--- src/rtl/serial_adder.sv ---
// Bit-serial WIDTH-bit adder: operands are loaded in parallel, then summed LSB-first
// through a single full-adder cell with the carry held in a flip-flop between slices.

module one_bit_adder (
   input  logic a,
   input  logic b,
   input  logic ci,
   output logic sum,
   output logic co
);
   assign sum = a ^ b ^ ci;
   assign co  = (a & b) | (ci & (a ^ b));
endmodule

module serial_adder #(
   parameter int WIDTH = 8
) (
   input  logic             clk,
   input  logic             rst,
   input  logic             start,
   input  logic [WIDTH-1:0] a,
   input  logic [WIDTH-1:0] b,
   input  logic             ci,
   output logic             busy,
   output logic             done,
   output logic [WIDTH-1:0] sum,
   output logic             co
);
   localparam int CW = $clog2(WIDTH);

   typedef enum logic [1:0] {
      IDLE = 2'd0,
      RUN  = 2'd1,
      DONE = 2'd2
   } state_t;

   state_t           state_q, state_d;
   logic [WIDTH-1:0] a_sh_q, a_sh_d;
   logic [WIDTH-1:0] b_sh_q, b_sh_d;
   logic [WIDTH-1:0] s_sh_q, s_sh_d;
   logic [WIDTH-1:0] sum_q, sum_d;
   logic [CW-1:0]    cnt_q, cnt_d;
   logic             cy_q, cy_d;
   logic             co_q, co_d;

   logic             cell_sum;
   logic             cell_co;

   one_bit_adder u_cell (
      .a   (a_sh_q[0]),
      .b   (b_sh_q[0]),
      .ci  (cy_q),
      .sum (cell_sum),
      .co  (cell_co)
   );

   always_ff @(posedge clk or posedge rst) begin
      if (rst) begin
         state_q <= IDLE;
         a_sh_q  <= '0;
         b_sh_q  <= '0;
         s_sh_q  <= '0;
         sum_q   <= '0;
         cnt_q   <= '0;
         cy_q    <= 1'b0;
         co_q    <= 1'b0;
      end else begin
         state_q <= state_d;
         a_sh_q  <= a_sh_d;
         b_sh_q  <= b_sh_d;
         s_sh_q  <= s_sh_d;
         sum_q   <= sum_d;
         cnt_q   <= cnt_d;
         cy_q    <= cy_d;
         co_q    <= co_d;
      end
   end

   always_comb begin
      state_d = state_q;
      a_sh_d  = a_sh_q;
      b_sh_d  = b_sh_q;
      s_sh_d  = s_sh_q;
      sum_d   = sum_q;
      cnt_d   = cnt_q;
      cy_d    = cy_q;
      co_d    = co_q;

      case (state_q)
         IDLE: begin
            if (start) begin
               a_sh_d  = a;
               b_sh_d  = b;
               cy_d    = ci;
               cnt_d   = '0;
               state_d = RUN;
            end
         end
         RUN: begin
            s_sh_d = {cell_sum, s_sh_q[WIDTH-1:1]};
            cy_d   = cell_co;
            a_sh_d = {1'b0, a_sh_q[WIDTH-1:1]};
            b_sh_d = {1'b0, b_sh_q[WIDTH-1:1]};
            cnt_d  = cnt_q + CW'(1);
            // Final slice: publish the completed shift value, not the stale register.
            if (cnt_q == CW'(WIDTH - 1)) begin
               sum_d   = {cell_sum, s_sh_q[WIDTH-1:1]};
               co_d    = cell_co;
               state_d = DONE;
            end
         end
         DONE: begin
            state_d = IDLE;
         end
         default: begin
            state_d = IDLE;
         end
      endcase
   end

   assign busy = (state_q == RUN) || (state_q == DONE);
   assign done = (state_q == DONE);
   assign sum  = sum_q;
   assign co   = co_q;

endmodule

--- config.mk ---
export PLATFORM = sky130hd
export DESIGN_NAME = serial_adder
export DESIGN_NICKNAME = d
export VERILOG_FILES = /design/src/rtl/serial_adder.sv
export SDC_FILE = /design/constraint.sdc
export NUM_CORES = 1
export LEC_CHECK = 0
export ABC_AREA = 1
export ABC_CLOCK_PERIOD_IN_PS = 2400
export CAP_MARGIN = 5
export CORE_UTILIZATION = 45
export DETAILED_ROUTE_END_ITERATION = 16
export PLACE_DENSITY = 0.7
export SLEW_MARGIN = 20
export SYNTH_ARGS = -nofsm -noshare
export SYNTH_HDL_FRONTEND = slang
export SYNTH_HIERARCHICAL = 1
export SYNTH_SLANG_ARGS = --single-unit
--- constraint.sdc ---
create_clock -name clk -period 2.4 [get_ports clk]
set_clock_uncertainty 0.05 [all_clocks]
set_input_delay 0.48 -clock clk [delete_from_list [all_inputs] [get_ports clk]]
set_output_delay 0.48 -clock clk [all_outputs]
set_load 0.1 [all_outputs]
==> results by group <==
Final layout
  • Ant diodes: 0
  • Layout cell share with drive strength beyond 1: 10.28%
  • Final instance area: 2190 um^2
  • Layout area overhead: 21.28%
  • Final nets: 278

Floorplanning
  • Initial Util: 48.23%
  • Die ar.: 4269 um^2
  • Row count: 22
  • Die X-Extent: 65.34 um
  • Die Ht: 65.34 um
  • IO Pins: 31
  • Total core area: 3744 um^2

Global routing
  • Remaining Overflow, GRT: 0
  • Initial antenna violation count: 0
  • GRT Total Usage: 18.69%
  • First-pass GRT wire length: 5954 um
  • Vias in the first global route: 1362
  • Largest net degree at the start of global routing: 39

Clocking
  • Post-cts sizing count: 0
  • CTS tree: done
  • H-tree depth: 2
  • Clk slew on worst S/H paths: 0.07 ns
  • Setup repair bufs after CTS: 0
  • Number of hold buffers added after cts: 0
  • Clk sink count: 38
  • Clock Path Buffers: 2
  • CTS Root Cell: clkbuf_8
  • Clk_lat worst skew: 0.29 ns
  • TritonCTS buffer count: 5

Synthesis
  • Top-area cell type share of the netlist area: 52.67%
  • Syn Inst Count: 223
  • Net count after synthesis: 249
  • Top cells by count, synth: nand2_1 (109), dfrtp_1 (38), nand3_1 (23)
  • Seq/Total Area, Yosys: 52.67%
  • Yosys reg bits: 38
  • Ys Warns: 6
  • Most common cell in the netlist: nand2_1
  • Post-synth EDFFs: 0
  • Main area contributors after synthesis: dfrtp_1 (53%), nand2_1 (23%), nand3_1 (6.4%), o21ai_0 (3.9%), ha_1 (3.5%)
  • Mapped Area: 1805 um^2
  • Prevailing post-synth register cell: dfrtp_1
  • Area leader, netlist: dfrtp_1
  • Synthesized area per cell: 8.096 um^2
  • Unique masters post-synth: 15
  • Post-synth ARST share: 100.0%

Power
  • Sequential share of power: 39.0%
  • Cell Int Power: 1.466 mW
  • Clock power share: 17.6%
  • Leakage: 1.188 nW
  • Comb pwr share: 43.4%
  • Max IR drop VDD: 0.5826 mV
  • Total Power: 2.574 mW
  • Switching share of power: 43.03%
  • PD cells: 1175 nW/um^2
  • Switch Pwr: 1.107 mW

Route
  • Final WL: 3317 um
  • Vias after detailed routing: 1445
  • Residual DRC count: 0
  • TritonRoute pass-1 iters: 4
  • Vias/cell: 4.801
  • Drt wl/cell: 11.02 um
  • Post-detailed-route count of antenna-violating nets: 0
  • DRT iter0 DRCs: 88

Timing
  • Slew margin rel.: 68.35%
  • Setup TNS: 0 ns
  • Unrepaired setup endpoints after global routing: false
  • Final period util: 74.09%
  • Hold Vio Cnt, Final: 0
  • Worst-margin pin slew: 0.4748 ns
  • Worst Hold Slack: 0.4355 ns
  • Post-route minimum period: 1.778 ns
  • Fmax: 562.4 MHz
  • Slew Viols, Final: 0
  • # setup viols final: 0

Worst setup path
  • Critical Path Fanout Max: 21
  • Critical path required time: 2.58 ns
  • Crit. End Element: register
  • Setup Crit Path Kind: register to register
  • Critical Path Start Type: register
  • Worst path arrival time: 1.95 ns

Place
  • Placed inst area: 2098 um^2
  • Port bufs: 30
  • RePlAce Congestion: 0.7617
  • Hpwl dp: 2198 um

Flow run
  • Max-cap violations: 0

Run status
  • Status: finished, final reports clean

Min path
  • Hold crit path type: register to register
layout by cell type, fill, tap and decap left out, drive strengths merged:
cell type and n:
buf 14, clkbuf 7, clkdlybuf4s50 19, clkinv 1, dfrtp 38, fa 1, ha 5, inv 15
nand2 113, nand3 23, nand4 2, nor2 1, o21ai 14
stage by stage:
stage	util [%]	std cells	setup WS, ns
CTS	58.49	301	0.6175
finish	58.49	301	0.6219
global placement	56.05	293	0.5369
floorplan	-	223	0.6309
global route	58.49	301	0.4125
detailed placement	56.05	293	0.5072
cell type report:
| class | count | area, um^2 |
|---|---|---|
| clock buffer | 7 | 86.33 |
| multi-input combinational | 159 | 723.2 |
| inverter | 15 | 56.30 |
| fill | 355 | 1554 |
| sequential | 38 | 950.9 |
| clock inverter | 1 | 5.005 |
| timing repair buffer | 33 | 307.8 |
| tap | 48 | 60.06 |
power groups by stage:
stage | logic, mW | registers (mW) | clock network, mW
detailed placement | 1.13 | 1.01 | 0
finish | 1.12 | 1.00 | 0.453
floorplan | 0.791 | 1.13 | 0
global placement | 1.11 | 1.01 | 0
CTS | 1.14 | 1.01 | 0.460
global route | 1.28 | 1.03 | 0.489
final timing paths:
path | to | from | slack [ns] | cells past startpoint
setup / recovery | b_sh_q[2] | state_q[1] | 0.62 | 6
hold reg to reg | s_sh_q[1] | s_sh_q[2] | 0.44 | 2
max in group asynchronous | b_sh_q[4] | rst | 1.42 | 3
setup reg to reg | b_sh_q[2] | state_q[1] | 0.62 | 6
min in group asynchronous | s_sh_q[2] | rst | 0.55 | 3
hold / removal | s_sh_q[1] | s_sh_q[2] | 0.44 | 2
kinds of logic after synthesis:
kind of cell | Yosys count | share of synthesized area [%]
buffers and inverters | 26 | 7.276
AO/OA/AOI/OAI | 14 | 3.881
flip-flops | 38 | 52.67
AND/OR/NAND/NOR | 139 | 31.60
adder cells (fa/ha/maj) | 6 | 4.574
layer usage:
layer / part of all wire, % / track usage [%] / up-vias
met5: 0 / 0 / -
met4: 1.6 / 6.522 / 0
met3: 5.7 / 6.250 / 6
met2: 45 / 30.15 / 32
met1: 47 / 23.28 / 659
li1: - / - / 748
registers in the layout, summed over array words and instances (netlist names):
| name | count |
|---|---|
| a_sh_q | 8 |
| b_sh_q | 8 |
| sum | 8 |
| s_sh_q | 7 |
| cnt_q | 3 |
| state_q | 2 |
| co | 1 |
| cy_q | 1 |
worst max-delay path, cell delays in order, from the launching register on:
cell	delay, ns
dfrtp_1	0.41
inv_1	0.08
ha_1	0.41
nand2_2	0.35
nand2_4	0.27
nand2_1	0.08
nand2_1	0.06
Note: power is estimated with default switching activity, not from simulation.
